**src/rtl/cgra_stream_ctrl.sv**
```systemverilog
// Stream controller between per-channel BRAMs and a CGRA PE array: kicks the array,
// streams loads out of BRAM word 0 upward and writes array results back from WR_BASE.
module cgra_stream_ctrl #(
  parameter int DWIDTH   = 32,
  parameter int AWIDTH   = 10,
  parameter int NUM_CH   = 2,
  parameter int BYTE_LEN = 4,
  parameter int WR_BASE  = 512
) (
  input  logic                       Clk,
  input  logic                       Rst,
  input  logic                       Computation_Start,
  output logic                       Computation_Done,
  input  logic [AWIDTH:0]            Word_Count,
  output logic                       Array_Start,
  input  logic                       Array_Busy,
  output logic [NUM_CH-1:0]          Bram_En,
  output logic [NUM_CH*BYTE_LEN-1:0] Bram_Wen,
  output logic [NUM_CH*AWIDTH-1:0]   Bram_Addr,
  output logic [NUM_CH*DWIDTH-1:0]   Bram_Wr_Data,
  input  logic [NUM_CH*DWIDTH-1:0]   Bram_Rd_Data,
  output logic [NUM_CH*DWIDTH-1:0]   Load_Data,
  output logic [NUM_CH-1:0]          Load_Valid,
  input  logic [NUM_CH*DWIDTH-1:0]   Store_Data,
  input  logic [NUM_CH-1:0]          Store_Valid,
  output logic                       Store_Overflow
);

  typedef enum logic [1:0] {IDLE, KICK, RUN, DONE} state_t;

  localparam logic [AWIDTH-1:0] WR_BASE_A = AWIDTH'(WR_BASE);
  localparam logic [AWIDTH:0]   CNT_ONE   = {{AWIDTH{1'b0}}, 1'b1};

  state_t          state;
  logic [AWIDTH:0] count;
  logic [AWIDTH:0] rd_cnt [NUM_CH];
  logic [AWIDTH:0] wr_cnt [NUM_CH];
  logic            all_written;

  // BRAM read data arrives one cycle after the issued read, exactly when Load_Valid is up
  assign Load_Data = Bram_Rd_Data;

  always_comb begin
    all_written = 1'b1;
    for (int c = 0; c < NUM_CH; c++) begin
      if (wr_cnt[c] != count) all_written = 1'b0;
    end
  end

  always_ff @(posedge Clk) begin
    if (Rst) begin
      state            <= IDLE;
      count            <= '0;
      Array_Start      <= 1'b0;
      Computation_Done <= 1'b0;
      Store_Overflow   <= 1'b0;
      Bram_En          <= '0;
      Bram_Wen         <= '0;
      Bram_Addr        <= '0;
      Bram_Wr_Data     <= '0;
      Load_Valid       <= '0;
      for (int c = 0; c < NUM_CH; c++) begin
        rd_cnt[c] <= '0;
        wr_cnt[c] <= '0;
      end
    end else begin
      Array_Start <= 1'b0;
      Bram_En     <= '0;
      Bram_Wen    <= '0;
      for (int c = 0; c < NUM_CH; c++) begin
        Load_Valid[c] <= Bram_En[c] && (Bram_Wen[c*BYTE_LEN +: BYTE_LEN] == '0);
      end
      case (state)
        IDLE: begin
          Computation_Done <= 1'b0;
          if (Computation_Start) begin
            count          <= Word_Count;
            Store_Overflow <= 1'b0;
            for (int c = 0; c < NUM_CH; c++) begin
              rd_cnt[c] <= '0;
              wr_cnt[c] <= '0;
            end
            if (Word_Count == '0) begin
              state            <= DONE;
              Computation_Done <= 1'b1;
            end else begin
              state       <= KICK;
              Array_Start <= 1'b1;
            end
          end
        end
        KICK: state <= RUN;
        RUN: begin
          // Stores take the BRAM port first; a read that loses simply retries next cycle
          for (int c = 0; c < NUM_CH; c++) begin
            if (Store_Valid[c] && (wr_cnt[c] < count)) begin
              Bram_En[c]                            <= 1'b1;
              Bram_Wen[c*BYTE_LEN +: BYTE_LEN]      <= {BYTE_LEN{1'b1}};
              Bram_Addr[c*AWIDTH +: AWIDTH]         <= WR_BASE_A + wr_cnt[c][AWIDTH-1:0];
              Bram_Wr_Data[c*DWIDTH +: DWIDTH]      <= Store_Data[c*DWIDTH +: DWIDTH];
              wr_cnt[c]                             <= wr_cnt[c] + CNT_ONE;
            end else begin
              if (Store_Valid[c]) Store_Overflow <= 1'b1;
              if (rd_cnt[c] < count) begin
                Bram_En[c]                    <= 1'b1;
                Bram_Addr[c*AWIDTH +: AWIDTH] <= rd_cnt[c][AWIDTH-1:0];
                rd_cnt[c]                     <= rd_cnt[c] + CNT_ONE;
              end
            end
          end
          if (all_written && !Array_Busy) begin
            state            <= DONE;
            Computation_Done <= 1'b1;
          end
        end
        DONE: begin
          if (!Computation_Start) begin
            state            <= IDLE;
            Computation_Done <= 1'b0;
          end
        end
        default: state <= IDLE;
      endcase
    end
  end

endmodule

```
**config.mk**
```make
export PLATFORM = sky130hd
export DESIGN_NAME = cgra_stream_ctrl
export DESIGN_NICKNAME = d
export VERILOG_FILES = /design/src/rtl/cgra_stream_ctrl.sv
export SDC_FILE = /design/constraint.sdc
export NUM_CORES = 1
export LEC_CHECK = 0
export BUFFER_PORTS_ARGS = -buffer_cell sky130_fd_sc_hd__buf_2
export CORE_ASPECT_RATIO = 1.2
export CORE_MARGIN = 2
export CORE_UTILIZATION = 50
export DETAILED_ROUTE_END_ITERATION = 7
export GPL_ROUTABILITY_DRIVEN = 0
export HOLD_SLACK_MARGIN = 0.03
export PLACE_DENSITY = 0.82
export REMOVE_ABC_BUFFERS = 1
export SLEW_MARGIN = 20
export SYNTH_ARGS = -nofsm -noshare
export SYNTH_HDL_FRONTEND = slang
export SYNTH_SLANG_ARGS = --single-unit
```
**constraint.sdc**
```tcl
create_clock -name Clk -period 3.01 [get_ports Clk]
set_input_delay 0.301 -clock Clk [delete_from_list [all_inputs] [get_ports Clk]]
set_output_delay 0.301 -clock Clk [all_outputs]
set_load 0.01 [all_outputs]
```
; Yosys cells after proc, flatten, opt, wreduce, memory -nomap -nowiden
; Memories as Yosys holds them, arrays and structs flattened.
; Cells that the tools add are included.
[op_classes]
eq_ne = 8
div = 0
magnitude_cmp = 4
mux = 59
n_bitwise = 11
addsub = 6
n_shift = 0
n_reduce_logical = 24
n_mul = 0
[ops]
columns = operator, n
row1 = $mux W11, 8
row2 = $add A11 B1 Y11 const B, 4
row3 = $lt A11 B11 Y1, 4
row4 = $mux W10, 4
row5 = $mux W1, 38
row6 = $ne A11 B11 Y1, 2
row7 = $add A10 B10 Y10 const A, 2
row8 = $reduce_and A2 Y1, 6
row9 = $logic_not A11 Y1, 1
row10 = $logic_not A4 Y1, 2
row11 = $mux W2, 4
row12 = $mux W4, 2
row13 = $or A1 B1 Y1, 8
row14 = $pmux W2 S4, 1
row15 = $ne A2 B2 Y1 const B, 3
row16 = $reduce_and A3 Y1, 2
row17 = $reduce_bool A2 Y1, 3
row18 = $logic_and A1 B1 Y1, 5
row19 = $eq A2 B2 Y1 const B, 2
row20 = $not A1 Y1, 3
row21 = $pmux W1 S3, 1
row22 = $reduce_bool A3 Y1, 1
row23 = $reduce_or A3 Y1, 1
row24 = $eq A2 B1 Y1 const B, 1
row25 = other kinds (4), 4
[word_totals]
ff_bits = 112
out_inout_bits = 163
rom_bits = 0
elab_cells = 126
input_bits = 145
memories = 2
latchBits = 0
ramBits = 44
[mem_list]
columns = name, depth, width, read_ports, rd_ports_with_merged_regs, wr, line
row1 = rd_cnt, 2, 11, 2, 0, 2, 36  ; logic [AWIDTH:0] rd_cnt [NUM_CH];
row2 = wr_cnt, 2, 11, 2, 0, 2, 37  ; logic [AWIDTH:0] wr_cnt [NUM_CH];

; Depth between registers and ports, before layout
; Gate-level depths: netlist (run 1).
[depth]
depth_word = 7
mapped_depth = 10
ltp_nobuf = 8

; Worst setup path before layout (run 1)
; OpenSTA, ideal clock, no wires.
[synth_path]
kind = register to register
start = memory wr_cnt[0][8] (netlist name)
end = memory rd_cnt[0][11] (netlist name), enable pin
path_slack_ns = 0.236
synth_period_minus_slack_ns = 2.774
arrival_ns = 2.393
path_buffers = 1
required_time_ns = 2.629
setup_ns = 0.381
stages_incl_launch_ff = 9
path_cell_list = edfxtp_1 > ha_1 > a21o_1 > a21o_1 > a22oi_2 > and3_1 > buf_2 > nor2_1 > o21bai_1
[synth_rtl]
columns = element, line
row1 = start: declaration, 37
row2 = end: declaration, 36

==> results of run 1 <==
[tightest hold or removal path: stages]
cell and delay [ns]:
buf_2 0.07, mux2i_1 0.05, nor2_1 0.07
[report_power, final]
part	internal, W	leakage [nW]	switching [W]
Sequential	0.00256	1.33	0.000414
Clock	0.00109	0.273	0.000873
Combinational	0.00118	2.58	0.00164
Total	0.00483	4.18	0.00293
[cells by family after synthesis]
group	count (synthesis)	synth area share (%)
buffers and inverters	140	10.5
DFF	150	43.2
and+or+nand+nor	289	16.6
adders and majority gates	50	7.85
AOI/OAI and AO/OA	137	11.8
muxes	49	6.15
xor gates and xnor gates	35	3.85
[cell usage after synthesis (all sizes together), types with 14 or more instances]
master and instances:
o21ai 16, xnor2 14, clkbuf 21, buf 89, ha 50, inv 30, dfxtp 106, edfxtp 44
mux2i 49, nor2 102, nand2 107, nand3 18, a21oi 72, xor2 21
[cell type report]
cell class,count,area [um^2],share of cell area (%)
Antenna cell,1,2.50,0.0273
Tap cell,208,260,2.83
Clock buffer,19,443,4.82
Sequential cell,150,3440,37.5
Multi-Input combinational cell,560,3690,40.2
Clock inverter,13,95.1,1.04
Timing Repair Buffer,210,1130,12.3
Inverter,30,113,1.23
[placed cells by master, fill, tap and decap left out, drive strengths merged, types with 8 or more instances in the layout]
cell	instances
a21oi	72
a311o	9
and3	8
buf	210
clkbuf	19
dfxtp	106
edfxtp	44
ha	50
inv	37
mux2i	49
nand2	107
nand3	18
nand4	12
nor2	102
nor3	9
o21ai	16
o311a	8
xnor2	14
xor2	21
[path summary, 6_finish.rpt]
path                      endpoint        startpoint
setup / recovery     Bram_Addr[14]     wr_cnt[0][17]
hold / removal     Bram_Wr_Data[3]     Store_Data[3]
setup reg to reg     Bram_Addr[14]     wr_cnt[0][17]
hold reg to reg   Bram_Wr_Data[61]  Bram_Wr_Data[61]
[registers in the layout (all words and copies together) (netlist names), 2 cells and up]
signal and flops:
Bram_Addr 20, Bram_En 2, Bram_Wen 2, Bram_Wr_Data 64, Load_Valid 2, count 11, rd_cnt 22, state 2
wr_cnt 22
[routing by layer]
metal  global-route usage [%]  vias to the layer above
met5                     11.3                        -
met4                     7.39                        8
met3                     19.6                       35
met2                     38.7                      378
met1                     32.2                     3029
li1                         -                     3125
[through the flow]
stage                     hold WS (ns)  cells  power (W)  util, %
after floorplan                  0.370    740    0.00480        -
after global placement           0.439   1157    0.00570     55.4
after detailed placement         0.443   1157    0.00580     55.4
after CTS                       0.0987   1189    0.00777     58.9
after global routing            0.0950   1191    0.00824     58.9
final                            0.103   1191    0.00776     58.9
[what timing repair did]
action	CTS	global route
endpoints found under the hold margin	0	0
setup buffers	0	1
endpoints found under the setup margin	0	6
==> results.toml, run 1 <==
[outcome]
status = "finished, final reports clean"

[routing]
met1_length_um = 9120
drc_errors = 0
first_pass_iters = 6
highest_layer = "met5"
ant_nets = 0
met2WireLength_um = 10000
wire_per_inst_um = 19.7
routed_via_density = 5.52
wl_met3_um = 3740
dr_total_vias = 6575
wl_um = 23500
drtIter0Drc = 463

[floorplan]
die_h_um = 142
num_io_pins = 308
dieArea_um2 = 17000
die_x_um = 119
start_util_pct = 51.2
coreArea_um2 = 15600
rows = 50

[synthesis]
synth-async-reset-ratio_pct = 0
yosysWarnings = 0
ys_ff_latch = 150
syn-cell-area_um2 = 7970
synth_top_area_cell = "dfxtp_1"
avgSynthCellArea_um2 = 9.38
synth_edf_count = 44
yosysUniqueCellTypes = 58
seq_area_frac_synth_pct = 43.2
synth.top_cell.area_share_pct = 26.6
synthFlopType = "dfxtp_1"
syn_inst = 850
synth_area_leaders = "dfxtp_1 (27%), edfxtp_1 (17%), ha_1 (7.8%), buf_4 (6.9%), mux2i_1 (6.2%)"

[cts]
cts_buffer_depth = 2
cts_buffers = 17
clk_latency_ns = 0.43
tritoncts = "yes"
cts_resized = 0
cts-root-buf = "clkbuf_16"
clkTransAtPathRegs_ns = 0.06
postCtsHoldBufs = 0
cts_sinks = 150
htree_levels = 4

[worst_hold_path]
hold_depth = 3
hp-class = "in -> reg"

[global_route]
grt_pass1_vias = 6085
grt_overflow = 0
grt_use_total_pct = 27.3
grt_start_max_net_pins = 57
antenna_found_initial = 2
grt_pass1_wl_um = 34800

[sta]
max_freq_mhz = 359
fin_setup_tns_ns = 0
fin_ws_ns = 0.222
grt_setup_unrepaired = "false"
slew_headroom_pct = 53.3
skew_ns = 0.00895
tightest_slew_ns = 0.700
hold_viol_final = 0
period_needed_ns = 2.79
setup_viol = 0
fin_crit_sh_pct = 92.6
drv_slew = 0

[job]
maxCapViolCount = 0

[setup_path]
startpoint_type = "register"
path_delay_family = "compound AO/OA/AOI/OAI gates"
reg2reg_slack_ns = 0.22
max_stage_delay_ns = 0.49
arrival_ns = 3.11
end_kind = "register"
path_cells = "ha_1 > a21oi_1 > o21ai_1 > a2111oi_4 > and2_2 > buf_4 > o221ai_1 > o311a_1"
worst_ep_required_time_ns = 3.33
path_class = "reg -> reg"
cp_slowest_cell = "edfxtp_1"
worst-path-stages = 8
crit_fanout = 51
r2r_cells = 8
cp.buffers_inverters = 1

[pwr]
ir_drop_mv = 0.522
cellPowerDensity_nw_per_um2 = 845
p_leak_nw = 4.18

[placed_design]
placed_area_um2 = 8630
io_buffers = 179
dp_hpwl_um = 17800
pre_cts_slack_ns = 0.158

[final_layout]
layout.nets = 1164
fillers = 1329
finish.instance_area_um2 = 9180
syn_to_final_growth_pct = 15.2
drive_above_1_share_pct = 28.2
Power figures use the tool's default switching activity.
==> run 2, diff against run 1 <==
REMOVE_ABC_BUFFERS = default   (was 1)
==> run 2 against run 1 <==
Routed wire length is 1.9% lower. Combinational power is 2% higher. Global-route usage decreased by 0.78 points. Maximum frequency is 0.29% higher. Design area increased by 0.85%. Highest routed layer unchanged.
==> results.toml, run 2 (synthesized netlist as in run 1, its figures left out) <==
[sta]
tightest_slew_ns = 0.868
skew_ns = 0.00897
period_needed_ns = 2.78
hold_viol_final = 0
fin_crit_sh_pct = 92.4
fin_setup_tns_ns = 0
drv_slew = 0
setup_viol = 0
slew_headroom_pct = 42.1
grt_setup_unrepaired = "false"
max_freq_mhz = 360

[pwr]
cellPowerDensity_nw_per_um2 = 873
ir_drop_mv = 0.445
pwr-share-comb_pct = 35.7
p_leak_nw = 4.22
switchingPower_w = 0.00305
netSwitchingFraction_pct = 37.7
p_int_w = 0.00503
clock_power_share_pct = 27.3
seqPwrFrac_pct = 37.0

[placed_design]
dp_hpwl_um = 17300
io_buffers = 179
dp.cells = 1157

[worst_hold_path]
hp-class = "in -> reg"

[routing]
wire_per_inst_um = 19.4
drtIter0Drc = 617
first_pass_iters = 5
routed_via_density = 5.59
dr_total_vias = 6655
ant_nets = 0
drc_errors = 0
wl_um = 23100

[setup_path]
worst_ep_required_time_ns = 3.18
path_cells = "ha_1 > nand4_1 > a211oi_2 > a2111o_1 > a21o_1 > buf_4 > nor2_1"
cp_slowest_cell = "a2111o_1"
startpoint_type = "register"
path_delay_family = "compound AO/OA/AOI/OAI gates"
max_stage_delay_ns = 0.62
path_class = "reg -> reg"
end_kind = "register"
arrival_ns = 2.95
cp.buffers_inverters = 1
crit_fanout = 22

[cts]
postCtsHoldBufs = 0
clk_latency_ns = 0.43
clkTransAtPathRegs_ns = 0.07
tritoncts = "yes"
cts_buffer_depth = 2
htree_levels = 4
cts-root-buf = "clkbuf_16"
cts_buffers = 17
cts_sinks = 150

[global_route]
grt_pass1_wl_um = 34300
grt_start_max_net_pins = 81
grt_overflow = 0
grt_use_total_pct = 26.6
antenna_found_initial = 1
grt_pass1_vias = 6287

[final_layout]
regMostFlops = "Bram_Wr_Data"
layout.nets = 1164
syn_to_final_growth_pct = 16.2
layout_common_cells = "buf_2 (178), nand2_1 (107), dfxtp_1 (106)"
drive_above_1_share_pct = 28.2
fin_cells = 1191
reg.largest.list = "Bram_Wr_Data (64), rd_cnt (22), wr_cnt (22)"
final_common_cell = "buf_2"
largest_reg_flops = 64

[synthesis]
syn-num-nets = 1045

[outcome]
status = "finished, final reports clean"

[floorplan]
die_h_um = 142
rows = 50
die_x_um = 119
num_io_pins = 308
start_util_pct = 51.2
coreArea_um2 = 15600
dieArea_um2 = 17000

[job]
maxCapViolCount = 0
[run 2: cell count changes in the layout (fill, tap and decap cells not counted), sizes merged]
cell,delta
clkinv,-4
clkbuf,+2
bufinv,+1
inv,+1
[run 2: what timing repair did]
action,in CTS,in global routing
buffers inserted,0,1
setup endpoints to repair,0,11
gates resized for setup,0,0
[run 2: area by class of cell]
| type | instances | area (um^2) |
|---|---|---|
| fillers | 1299 | 6320 |
| multi-input cells | 560 | 3690 |
| flip-flops and latches | 150 | 3440 |
| repair buffers | 210 | 1130 |
| clock buffers | 21 | 493 |
| well taps | 208 | 260 |
| clock inverters | 11 | 123 |
| inverters | 30 | 113 |
| diodes | 1 | 2.50 |
[run 2: worst paths after layout]
check / startpoint / to / slack [ns] / depth (start not counted)
min reg2reg: Bram_Wr_Data[61] / Bram_Wr_Data[61] / 0.45 / 2
max: wr_cnt[0][17] / wr_cnt[0][14] / 0.23 / 7
max reg2reg: wr_cnt[0][17] / wr_cnt[0][14] / 0.23 / 7
min: Store_Data[22] / Bram_Wr_Data[22] / 0.1 / 3
[run 2: metal layers]
| metal | up-vias | share of wire (%) | global-route usage, % |
|---|---|---|---|
| met2 | 325 | 48 | 41.9 |
| met4 | 4 | 4.3 | 13.5 |
| li1 | 3118 | - | - |
| met5 | - | 0.15 | 0 |
| met3 | 95 | 8.7 | 7.17 |
| met1 | 3113 | 39 | 33.6 |
[run 2: worst min-delay path: stages]
cell	delay [ns]
buf_2	0.07
mux2i_1	0.05
nor2_1	0.07
[run 2: power groups by stage]
stage | logic, W | clock network [W] | registers (W)
2_1_floorplan | 0.00200 | 0 | 0.00300
3_3_place_gp | 0.00276 | 0 | 0.00300
3_5_place_dp | 0.00283 | 0 | 0.00302
4_1_cts | 0.00286 | 0.00223 | 0.00298
5_1_grt | 0.00317 | 0.00233 | 0.00304
6_report | 0.00288 | 0.00221 | 0.00299
[run 2: metrics by stage]
stage               total power (W)  hold WS, ns  cell area (um^2)  util [%]  setup slack (ns)
floorplan                   0.00500        0.436              7970         -             0.236
global placement            0.00576        0.439              8630      55.4             0.199
detailed placement          0.00584        0.444              8630      55.4            0.0780
CTS                         0.00807       0.0882              9250      59.4            0.0900
global route                0.00854       0.0911              9260      59.4            0.0639
finish                      0.00808       0.0987              9260      59.4             0.230
